--- src/rtl/key_select_ctrl.sv ---
// key_select_ctrl: synchronizes and debounces four active-low push-buttons,
// turns debounced edges into one-cycle press/release pulses, and keeps the
// 2-bit selection plus override flag that drive the 2-to-4 LED decoder.

// Per-key debouncer: accepts a new level only after DB_CYCLES consecutive
// cycles of the synchronized input disagreeing with the current stable level.
module key_select_lane #(
    parameter int DB_CYCLES = 1000000,
    parameter int CNT_W     = 20
) (
    input  logic clk,
    input  logic rst,
    input  logic ksync,
    output logic stable
);
    localparam logic [CNT_W-1:0] CNT_MAX = CNT_W'(DB_CYCLES - 1);

    logic [CNT_W-1:0] cnt_q, cnt_d;
    logic             stable_q, stable_d;

    // Count disagreement; any return to the stable level restarts the count.
    always_comb begin
        cnt_d    = cnt_q;
        stable_d = stable_q;
        if (ksync == stable_q) begin
            cnt_d = '0;
        end else if (cnt_q == CNT_MAX) begin
            stable_d = ksync;
            cnt_d    = '0;
        end else begin
            cnt_d = cnt_q + CNT_W'(1);
        end
    end

    // Counter and accepted level; reset to released (high).
    always_ff @(posedge clk) begin
        if (rst) begin
            cnt_q    <= '0;
            stable_q <= 1'b1;
        end else begin
            cnt_q    <= cnt_d;
            stable_q <= stable_d;
        end
    end

    assign stable = stable_q;
endmodule

module key_select_ctrl #(
    parameter int DB_CYCLES = 1000000,
    parameter int CNT_W     = 20
) (
    input  logic       CLK,
    input  logic       RST,
    input  logic [3:0] KEY,
    output logic [3:0] PRESSED,
    output logic [3:0] PRESS,
    output logic [3:0] RELEASE,
    output logic [1:0] SEL,
    output logic       OVR,
    output logic [3:0] DEC_KEY
);
    logic [3:0] ks1_q, ks1_d;
    logic [3:0] ks2_q, ks2_d;
    logic [3:0] stable;
    logic [3:0] pressed_q, pressed_d;
    logic [3:0] press_q, press_d;
    logic [3:0] release_q, release_d;
    logic [1:0] sel_q, sel_d;
    logic       ovr_q, ovr_d;

    // Two-flop synchronizer chain, idle level is released (high).
    always_comb begin
        ks1_d = KEY;
        ks2_d = ks1_q;
    end

    // One debouncer per key.
    for (genvar i = 0; i < 4; i++) begin : g_lane
        key_select_lane #(
            .DB_CYCLES(DB_CYCLES),
            .CNT_W    (CNT_W)
        ) u_lane (
            .clk   (CLK),
            .rst   (RST),
            .ksync (ks2_q[i]),
            .stable(stable[i])
        );
    end

    // Registered level and edge pulses; a pulse lines up with the cycle the
    // registered level changes.
    always_comb begin
        pressed_d = ~stable;
        press_d   = ~stable & ~pressed_q;
        release_d = stable & pressed_q;
    end

    // Selection/override update from this cycle's press pulses; clear wins,
    // opposing step presses cancel, override toggles independently.
    always_comb begin
        sel_d = sel_q;
        ovr_d = ovr_q;
        if (press_q[3]) begin
            sel_d = 2'd0;
        end else if (press_q[0] && !press_q[1]) begin
            sel_d = sel_q + 2'd1;
        end else if (press_q[1] && !press_q[0]) begin
            sel_d = sel_q - 2'd1;
        end
        if (press_q[2]) begin
            ovr_d = ~ovr_q;
        end
    end

    // All state registers; reset takes precedence over any pending pulse.
    always_ff @(posedge CLK) begin
        if (RST) begin
            ks1_q     <= 4'hF;
            ks2_q     <= 4'hF;
            pressed_q <= '0;
            press_q   <= '0;
            release_q <= '0;
            sel_q     <= '0;
            ovr_q     <= 1'b0;
        end else begin
            ks1_q     <= ks1_d;
            ks2_q     <= ks2_d;
            pressed_q <= pressed_d;
            press_q   <= press_d;
            release_q <= release_d;
            sel_q     <= sel_d;
            ovr_q     <= ovr_d;
        end
    end

    assign PRESSED = pressed_q;
    assign PRESS   = press_q;
    assign RELEASE = release_q;
    assign SEL     = sel_q;
    assign OVR     = ovr_q;
    // Decoder word: bit 2 low turns the decoder's all-on override on.
    assign DEC_KEY = {1'b1, ~ovr_q, sel_q};
endmodule

--- config.mk ---
export PLATFORM = sky130hd
export DESIGN_NAME = key_select_ctrl
export DESIGN_NICKNAME = d
export VERILOG_FILES = /design/src/rtl/key_select_ctrl.sv
export SDC_FILE = /design/constraint.sdc
export NUM_CORES = 1
export LEC_CHECK = 0
export CAP_MARGIN = 20
export CORE_ASPECT_RATIO = 0.6
export CORE_MARGIN = 2
export CORE_UTILIZATION = 55
export CTS_CLUSTER_DIAMETER = 50
export DETAILED_ROUTE_END_ITERATION = 8
export GPL_ROUTABILITY_DRIVEN = 0
export PLACE_DENSITY = 0.74
export SLEW_MARGIN = 10
export SYNTH_ARGS = -nofsm -noshare
export SYNTH_HDL_FRONTEND = slang
export SYNTH_SLANG_ARGS = --single-unit
--- constraint.sdc ---
create_clock -name CLK -period 4.4 [get_ports CLK]
set_input_delay 1.32 -clock CLK [delete_from_list [all_inputs] [get_ports CLK]]
set_output_delay 1.32 -clock CLK [all_outputs]
set_load 0.01 [all_outputs]
==> After elaboration in Yosys (flattened, before gate mapping) <==
Index checks and enable logic that the tools add are counted.
W data, S select, Z words.
{ "word_totals": {"reg_bits": 107, "input_bits": 6} }
{ "classes": {"n_addsub": 6, "eq_ne": 8, "mux": 2, "bitwise_logic": 9, "reduce_logical": 14} }
{ "op_table": {"columns": ["op", "n"], "rows": [
  ["$add A20 B1 Y20 const B", 4],
  ["$eq A20 B20 Y1 const B", 4],
  ["$reduce_or A3 Y1", 4],
  ["$and A4 B4 Y4", 2],
  ["$not A4 Y4", 2],
  ["$reduce_and A2 Y1", 4],
  ["$not A1 Y1", 5],
  ["$eq A1 B1 Y1", 4],
  ["$mux W2", 2],
  ["$add A2 B1 Y2 const B", 1],
  ["$logic_and A1 B1 Y1", 2],
  ["$logic_not A1 Y1", 2],
  ["$reduce_bool A2 Y1", 1],
  ["$reduce_or A2 Y1", 1],
  ["$sub A2 B1 Y2 const B", 1]
]} }

==> Longest topological paths before layout <==
Gate-level depths: netlist of the first run.
{ "logic_depth": {"depth_word": 4, "mapped_depth": 7, "mapped_depth_nobuf": 6} }

==> Cells and area by module <==
Synthesis of the first run repeated with hierarchy kept, for this count alone.
{ "unflattened": {"cells_unflattened": 508, "hier_area_um2": 4526.8} }
{ "by_module_without_submodules": {"columns": ["mod", "instances", "cells_each", "area_per_inst_um2", "seq_area_each_um2"], "rows": [
  ["key_select_lane", 4, 111, 960.9, 420.4],
  ["key_select_ctrl", 1, 64, 683.2, 460.4]
]} }

==> Worst setup path after synthesis of the first run <==
OpenSTA, ideal clock, no wires.
{ "synth_timing": {"path_kind": "register -> register", "start": "register g_lane[0].u_lane.cnt_q[0]", "end": "register g_lane[0].u_lane.cnt_q[10]", "setup_ps": 117, "arrival_ps": 1870, "slack_ps": 2413, "path_stages_with_launch": 7, "n_path_buf": 1, "synth_period_minus_slack_ps": 1987, "path_cell_list": "dfxtp_1 > ha_1 > nand3_2 > or4_1 > o21ai_2 > buf_2 > nor2_1"} }
{ "synth_between": {"elab_chain_len": 2, "elab_cells_between_ends": 3} }
{ "synth_lines": {"columns": ["item", "line_no", "rtl"], "rows": [
  ["start: declaration", "18", "logic [CNT_W-1:0] cnt_q, cnt_d;"],
  ["start signal: assignment", "41", "cnt_q <= cnt_d;"],
  ["branches (longest 2 deep; another with $add A20 B1 Y20)", null, null]
]} }
Parallel ways; which one is timed is not known.
A chain may end at the register's enable or synchronous reset.

==> Worst setup path after layout of the first run <==
{ "layout_timing": {"start": "register sel_q[0] (netlist: SEL[0])", "end": "output DEC_KEY[0]"} }
{ "layout_rtl": {"columns": ["item", "line_no", "rtl"], "rows": [
  ["start: declaration", "69", "logic [1:0] sel_q, sel_d;"],
  ["start signal: assignment", "132", "sel_q <= sel_d;"],
  ["end: declaration", "61", "output logic [3:0] DEC_KEY"]
]} }
No word-level cell between the ends.

==> results by group, run 1 <==
Yosys
  – Portion of synthesized cell area occupied by the leading cell type: between 40% and 50%
  – Seq/Total Area, Yosys: roughly 48%
  – Instance count of the mapped netlist: approximately 500
  – Avg Inst Size Synth: around 9 um^2
  – Fraction of registers with async set or reset after synthesis: 0%
  – Yosys cell types: 45
  – Dominant synthesized flop cell: sky130_fd_sc_hd__dfxtp_1
  – Synthesized area: ~0.0045 mm^2
  – Synth area leaders: sky130_fd_sc_hd__dfxtp_1 48%, sky130_fd_sc_hd__xnor2_1 5.8%, sky130_fd_sc_hd__nor2_1 5.5%
  – Post-synth net total: about 510
  – Number of enable flip-flop cells after synthesis: 0
  – Warnings, synthesis: 0
  – Yosys reg bits: 107
  – Cell type with the highest aggregate area in the netlist: sky130_fd_sc_hd__dfxtp_1

Clock tree
  – Root Buffer: sky130_fd_sc_hd__clkbuf_16
  – Number of setup buffers added after CTS: 0
  – CTS Sinks: roughly 110
  – H-tree depth: 3
  – Number of gates resized after CTS: 0
  – Later-pin clock latency in the skew report: approximately 350 ps
  – Clock slew seen by the registers of the worst setup and hold paths: about 60 ps
  – Maximum number of buffers from clock root to sink: 2
  – Post-cts hold buffer count: 0
  – TritonCTS clock tree: done
  – Number of clock buffers inserted by TritonCTS: 9

Timing
  – Maximum clock skew at final layout: between 6 and 7 ps
  – Minimum clock period: ~2600 ps
  – Total count of hold-check failures in the final report: 0
  – Fraction of the cycle the final worst path needs: approximately 60%
  – Final total negative setup slack: 0 ps
  – Maximum frequency from static timing analysis: between 0.3 and 0.4 GHz
  – Worst Max-Slew Pin Slew: about 760 ps
  – Hold Slack: 412 ps
  – Setup repair after global routing missed its margin: false
  – Final setup violation count: 0
  – Number of max-slew violations in the final report: 0
  – Max-Slew Margin vs Limit: slightly below 50%

Critical path
  – Length in cells of the worst reg-to-reg path: 5
  – Delay-heaviest family, CP: buffers and inverters
  – Maximum single-stage delay on the critical path: ~570 ps
  – Worst Path Class, Setup: reg -> out
  – Worst r2r dst: g_lane[0].u_lane.cnt_q[14]$_SDFF_PP0_
  – Sequence of cells on the critical path: clkdlybuf4s50_1
  – Maximum fanout count along the critical path: 4
  – Arrival time at the worst endpoint: 1320 ps
  – Crit path buf inv count: 1
  – Required time at the endpoint of the critical path: roughly 3100 ps
  – R2R setup slack: 2070 ps
  – Critical path startpoint category: register
  – Cell type of the slowest stage on the worst timing path: sky130_fd_sc_hd__clkdlybuf4s50_1
  – Reg-to-reg startpoint: g_lane[0].u_lane.cnt_q[0]$_SDFF_PP0_
  – Sort of element at the end of the critical path: output pin

Flow run
  – Number of max-cap violations: 0

Finish
  – Synthesis-to-layout area growth: 13.6%
  – Number of inserted diodes: 0
  – Ratio of cells with drive above 1 in the final layout: just under 8%
  – Final core area utilization: 64.6%
  – Most common cell after layout, fill and taps aside: sky130_fd_sc_hd__dfxtp_1
  – Most frequent cells in the layout: 107 x sky130_fd_sc_hd__dfxtp_1, 66 x sky130_fd_sc_hd__nor2_1, 31 x sky130_fd_sc_hd__nand3_1
  – Filler instances: between 600 and 700
  – Final layout net count: 530

Global route
  – Initial antenna violation count: 0
  – Pin count of the biggest net entering global routing: 25
  – Total congestion overflow after global routing: 0
  – First-pass GRT wire length: 15.2 mm
  – Combined global-route utilization of all metal layers: between 20% and 30%
  – Vias in the first global route: 3,197

Placed design
  – Count of port buffers added during placement: 23
  – Post-DP HPWL: around 6.2 mm

Route
  – Number of remaining DRC errors: 0
  – Detailed Route Iter0 Violations: 276
  – Number of nets with antenna violations after routing: 0
  – Total number of vias: ~3,500
  – Routed wire per std cell: between 10 and 15 um
  – Vias per cell: between 5 and 6
  – Length of the first detailed-routing pass in iterations: 4
  – Wire length reported by the detailed router: between 8 and 9 mm

Die
  – Die outline area: slightly below 0.009 mm^2
  – Std-Cell Rows: 25
  – Initial core utilization: a little under three fifths
  – Core Footprint: 0.00791 mm^2
  – Die extent in x: between 100 and 150 um
  – Vertical die dimension: between 70 and 80 um
  – Number of placed I/O pins: 25

Power and ir drop
  – Leakage: 1.57 nW
  – Worst supply voltage drop on vdd: about 0.22 mV
  – Pwr dens: 355 mW/mm^2

Min path
  – End point of the most critical hold path: ks2_q[2]$_SDFF_PP1_
  – Worst min-delay path class: reg -> reg
  – Depth of the worst hold-timing path: 1
  – Hold path startpoint: ks1_q[2]$_SDFF_PP1_

Status
  – Status: finished, final reports clean
## state kept, by name (all words and copies together), names as in the netlist
register and cells:
OVR 1, RELEASE 4, g_lane.u_lane.stable 4, ks2_q 4, ks1_q 4, PRESS 4
SEL 2, PRESSED 4, g_lane.u_lane.cnt_q 80
## cell usage after synthesis, types with 9 or more instances
library cell / count
sky130_fd_sc_hd__a21oi_1: 24
sky130_fd_sc_hd__and3_1: 9
sky130_fd_sc_hd__dfxtp_1: 107
sky130_fd_sc_hd__inv_1: 22
sky130_fd_sc_hd__nand2_1: 22
sky130_fd_sc_hd__nand3_1: 31
sky130_fd_sc_hd__nand4_1: 15
sky130_fd_sc_hd__nor2_1: 66
sky130_fd_sc_hd__nor3_1: 16
sky130_fd_sc_hd__nor4_1: 13
sky130_fd_sc_hd__o21ai_0: 16
sky130_fd_sc_hd__o31ai_1: 11
sky130_fd_sc_hd__or3_1: 11
sky130_fd_sc_hd__or4_1: 16
sky130_fd_sc_hd__xnor2_1: 30
sky130_fd_sc_hd__xor2_1: 26
## per-stage QoR
stage	area (um^2)	total power [mW]	instances	setup WS [ps]
2_1_floorplan	4500	1.01	498	2410
3_3_place_gp	4800	1.02	616	1620
5_1_grt	5110	1.87	632	1690
4_1_cts	5110	1.83	632	1730
6_report	5110	1.81	632	1760
3_5_place_dp	4800	1.02	616	1560
## where the power goes
part / leakage (nW) / switching [mW] / internal [mW]
Clock: 0.150 / 0.326 / 0.488
Sequential: 0.864 / 0.00285 / 0.973
Combinational: 0.558 / 0.0131 / 0.00943
Total: 1.57 / 0.342 / 1.47
## layer usage
layer	GRT usage, %	vias up	routed length (um)
met2	33.5	73	3920
met3	5.75	7	411
met1	29.8	1655	4540
met4	8.40	0	102
met5	0	-	0
li1	-	1797	-
## worst max path at each step
stage | from | end | slack (ps) | cells after the start
6_report | SEL[0]$_SDFFE_PP0P_ | DEC_KEY[0] | 1760 | 1
4_1_cts | SEL[0]$_SDFFE_PP0P_ | DEC_KEY[0] | 1730 | 1
3_5_place_dp | RST | g_lane[1].u_lane.cnt_q[5]$_SDFF_PP0_ | 1560 | 6
3_3_place_gp | RST | g_lane[1].u_lane.cnt_q[4]$_SDFF_PP0_ | 1620 | 6
5_1_grt | SEL[0]$_SDFFE_PP0P_ | DEC_KEY[0] | 1690 | 1
2_1_floorplan | g_lane[0].u_lane.cnt_q[0]$_SDFF_PP0_ | g_lane[0].u_lane.cnt_q[10]$_SDFF_PP0_ | 2410 | 6
## cell type report
class / count / area (um^2) / area share [%]
clock buffers: 15 / 278 / 5.44
flip-flops and latches: 107 / 2140 / 41.9
inverters: 22 / 82.6 / 1.62
multi-input cells: 353 / 2190 / 42.9
repair buffers: 26 / 253 / 4.95
well taps: 108 / 135 / 2.64
clock inverters: 1 / 30.0 / 0.588
## logic make-up (layout without fill, tap and decap cells)
| family | Yosys count | after routing | share of synthesized area, % |
|---|---|---|---|
| buffers and inverters | 38 | 64 | 3.73 |
| XOR/XNOR | 56 | 56 | 10.9 |
| adder cells (fa/ha/maj) | 5 | 5 | 1.39 |
| flip-flops | 107 | 107 | 47.6 |
| other | 1 | 1 | 0.0833 |
| AND/OR/NAND/NOR | 231 | 231 | 28.2 |
| AO/OA/AOI/OAI | 60 | 60 | 8.09 |
No activity file was read; power rests on OpenSTA's default activity.
==> inputs of run 2 (changes only) <==
CORE_UTILIZATION = 53   (was 55)
PLACE_DENSITY = 0.75   (was 0.74)
clock period = 2.4 ns   (was 4.4 ns; I/O delays follow)
==> run 2 against run 1 <==
Compared with the run above: via count decreased by 0.40%; non-clock buffer count increased by 1; clock skew decreased by 0.58 ps; total power increased by 83%; setup slack got worse by 1500 ps; utilization decreased by 0.96 points; design area about the same; clock power increased by 83%; worst hold slack got worse by 1.0 ps; global-route usage decreased by 1.5 points; final cell count increased by 0.16%; critical endpoint is now g_lane[3].u_lane.cnt_q[3]$_SDFF_PP0_; largest power group unchanged.
==> results by group, run 2 (synthesis gave the netlist of run 1 again) <==
Finish
  – Most flops, register: g_lane.u_lane.cnt_q (unchanged)
  – Ratio of cells with drive above 1 in the final layout: 8.38% (was 7.82%)
  – Final std cells w/o fill: 633 (was 632)
  – Most common cell after layout, fill and taps aside: sky130_fd_sc_hd__dfxtp_1 (unchanged)
  – Final layout net count: 531 (was 530)
  – Most frequent cells in the layout: 107 x sky130_fd_sc_hd__dfxtp_1, 66 x sky130_fd_sc_hd__nor2_1, 31 x sky130_fd_sc_hd__nand3_1 (unchanged)
  – Number of flip-flops under the largest register name: 80 (unchanged)
  – Synthesis-to-layout area growth: 13.7% (was 13.6%)
  – Final core area utilization: 63.6% (was 64.6%)
  – Number of inserted diodes: 0 (unchanged)

Timing
  – Fraction of the cycle the final worst path needs: between 80% and 90%
  – Max-Slew Margin vs Limit: 62.7% (was 49.4%)
  – Maximum frequency from static timing analysis: roughly 0.47 GHz
  – Worst Max-Slew Pin Slew: 555 ps (was 760 ps)
  – Final setup violation count: 0 (unchanged)
  – Minimum clock period: roughly 2100 ps
  – Hold Slack: 411 ps (was 412 ps)
  – Post-layout worst setup margin: 278 ps (was 1760 ps)
  – Total count of hold-check failures in the final report: 0 (unchanged)
  – Setup repair after global routing missed its margin: false (unchanged)
  – Final total negative setup slack: 0 ps (unchanged)
  – Maximum clock skew at final layout: 6.41 ps (was 6.99 ps)
  – Number of max-slew violations in the final report: 0 (unchanged)

Power and ir drop
  – Sequential cell fraction of total power: 53.9% (was 53.8%)
  – Clock group share of total power: 44.8% (was 44.9%)
  – Internal power contribution: 2.62 mW (was 1.47 mW)
  – Switching Power: 694 uW (was 342 uW)
  – Switching share of power: 20.9% (was 18.9%)
  – Leakage: 1.57 nW (about the same)
  – Combinational group share of total power: 1.3% (was 1.2%)
  – Worst supply voltage drop on vdd: 0.401 mV (was 0.220 mV)
  – Pwr dens: 648 mW/mm^2 (was 355 mW/mm^2)

Global route
  – First-pass GRT wire length: 14.6 mm (was 15.2 mm)
  – Initial antenna violation count: 0 (unchanged)
  – Vias in the first global route: 3,116 (was 3,197)
  – Total congestion overflow after global routing: 0 (unchanged)
  – Combined global-route utilization of all metal layers: 20.2% (was 21.8%)
  – Pin count of the biggest net entering global routing: 21 (was 25)

Die
  – Vertical die dimension: 75.4 um (was 74.1 um)
  – Number of placed I/O pins: 25 (unchanged)
  – Initial core utilization: 56.0% (was 56.9%)
  – Die outline area: 0.00927 mm^2 (was 0.00894 mm^2)
  – Die extent in x: 123 um (was 121 um)
  – Std-Cell Rows: 25 (unchanged)
  – Core Footprint: 0.00804 mm^2 (was 0.00791 mm^2)

Placed design
  – Dpl cells: 617 (was 616)
  – Worst slack after detailed placement: 229 ps (was 1560 ps)
  – Count of port buffers added during placement: 23 (unchanged)
  – Post-DP HPWL: 6.13 mm (was 6.22 mm)

Critical path
  – Worst Path Class, Setup: reg -> reg (was reg -> out)
  – Maximum fanout count along the critical path: 19 (was 4)
  – Arrival time at the worst endpoint: 2340 ps (was 1320 ps)
  – Critical path startpoint category: register (unchanged)
  – Required time at the endpoint of the critical path: 2620 ps (was 3080 ps)
  – Sort of element at the end of the critical path: register (was output pin)

Flow run
  – Number of max-cap violations: 0 (unchanged)

Clock tree
  – Root Buffer: sky130_fd_sc_hd__clkbuf_16 (unchanged)
  – Number of setup buffers added after CTS: 0 (unchanged)
  – Number of gates resized after CTS: 0 (unchanged)
  – H-tree depth: 3 (unchanged)
  – Post-cts hold buffer count: 0 (unchanged)
  – CTS Sinks: 107 (unchanged)
  – Later-pin clock latency in the skew report: 350 ps (about the same)
  – Number of clock buffers inserted by TritonCTS: 9 (unchanged)
  – Clock slew seen by the registers of the worst setup and hold paths: 70 ps (was 60 ps)
  – Maximum number of buffers from clock root to sink: 2 (unchanged)
  – TritonCTS clock tree: done (unchanged)

Route
  – Wire length reported by the detailed router: 8.70 mm (was 8.98 mm)
  – Routed wire per std cell: 13.7 um (was 14.2 um)
  – Total number of vias: 3,518 (was 3,532)
  – Detailed Route Iter0 Violations: 330 (was 276)
  – Number of nets with antenna violations after routing: 0 (unchanged)
  – Number of remaining DRC errors: 0 (unchanged)
  – Length of the first detailed-routing pass in iterations: 4 (unchanged)
  – Vias per cell: 5.56 (was 5.59)

Status
  – Status: finished, final reports clean (unchanged)

Min path
  – Worst min-delay path class: reg -> reg (unchanged)
## run 2: final cells by class
| class | count | area, um^2 |
|---|---|---|
| fillers | 632 | 2930 |
| inverters | 22 | 82.6 |
| flip-flops and latches | 107 | 2140 |
| multi-input cells | 353 | 2190 |
| clock inverters | 6 | 75.1 |
| clock buffers | 10 | 229 |
| well taps | 108 | 135 |
| repair buffers | 27 | 260 |
## run 2: final timing paths
check / start / end / slack, ps / cells past startpoint
setup reg to reg: g_lane[3].u_lane.cnt_q[10]$_SDFF_PP0_ / g_lane[3].u_lane.cnt_q[3]$_SDFF_PP0_ / 280 / 4
hold / removal: ks1_q[1]$_SDFF_PP1_ / ks2_q[1]$_SDFF_PP1_ / 410 / 1
hold reg to reg: ks1_q[1]$_SDFF_PP1_ / ks2_q[1]$_SDFF_PP1_ / 410 / 1
setup / recovery: g_lane[3].u_lane.cnt_q[10]$_SDFF_PP0_ / g_lane[3].u_lane.cnt_q[3]$_SDFF_PP0_ / 280 / 4
## run 2: per-stage QoR
stage | cell area [um^2] | power (mW)
floorplan | 4500 | 1.85
global placement | 4810 | 1.87
detailed placement | 4810 | 1.87
CTS | 5110 | 3.35
global route | 5110 | 3.43
finish | 5110 | 3.32
## run 2: power by group through the flow
stage	Sequential (mW)	Combinational, mW	Clock (mW)
after floorplan	1.83	0.0269	0
after global placement	1.83	0.0415	0
after detailed placement	1.83	0.0424	0
after CTS	1.79	0.0425	1.52
after global routing	1.79	0.0463	1.59
final	1.79	0.0424	1.49
## run 2: per-layer routing
layer	vias to the layer above	wire length [um]	track usage, %
li1	1806	-	-
met5	-	0	0
met2	51	3690	29.8
met3	14	328	5.61
met1	1647	4550	28.6
met4	0	123	7.79
## run 2: worst max-delay path, stage by stage, from the launching register on
cell	delay, ps
sky130_fd_sc_hd__dfxtp_1	340
sky130_fd_sc_hd__or4_1	530
sky130_fd_sc_hd__or4_4	580
sky130_fd_sc_hd__o21ai_4	430
sky130_fd_sc_hd__nor2_1	110
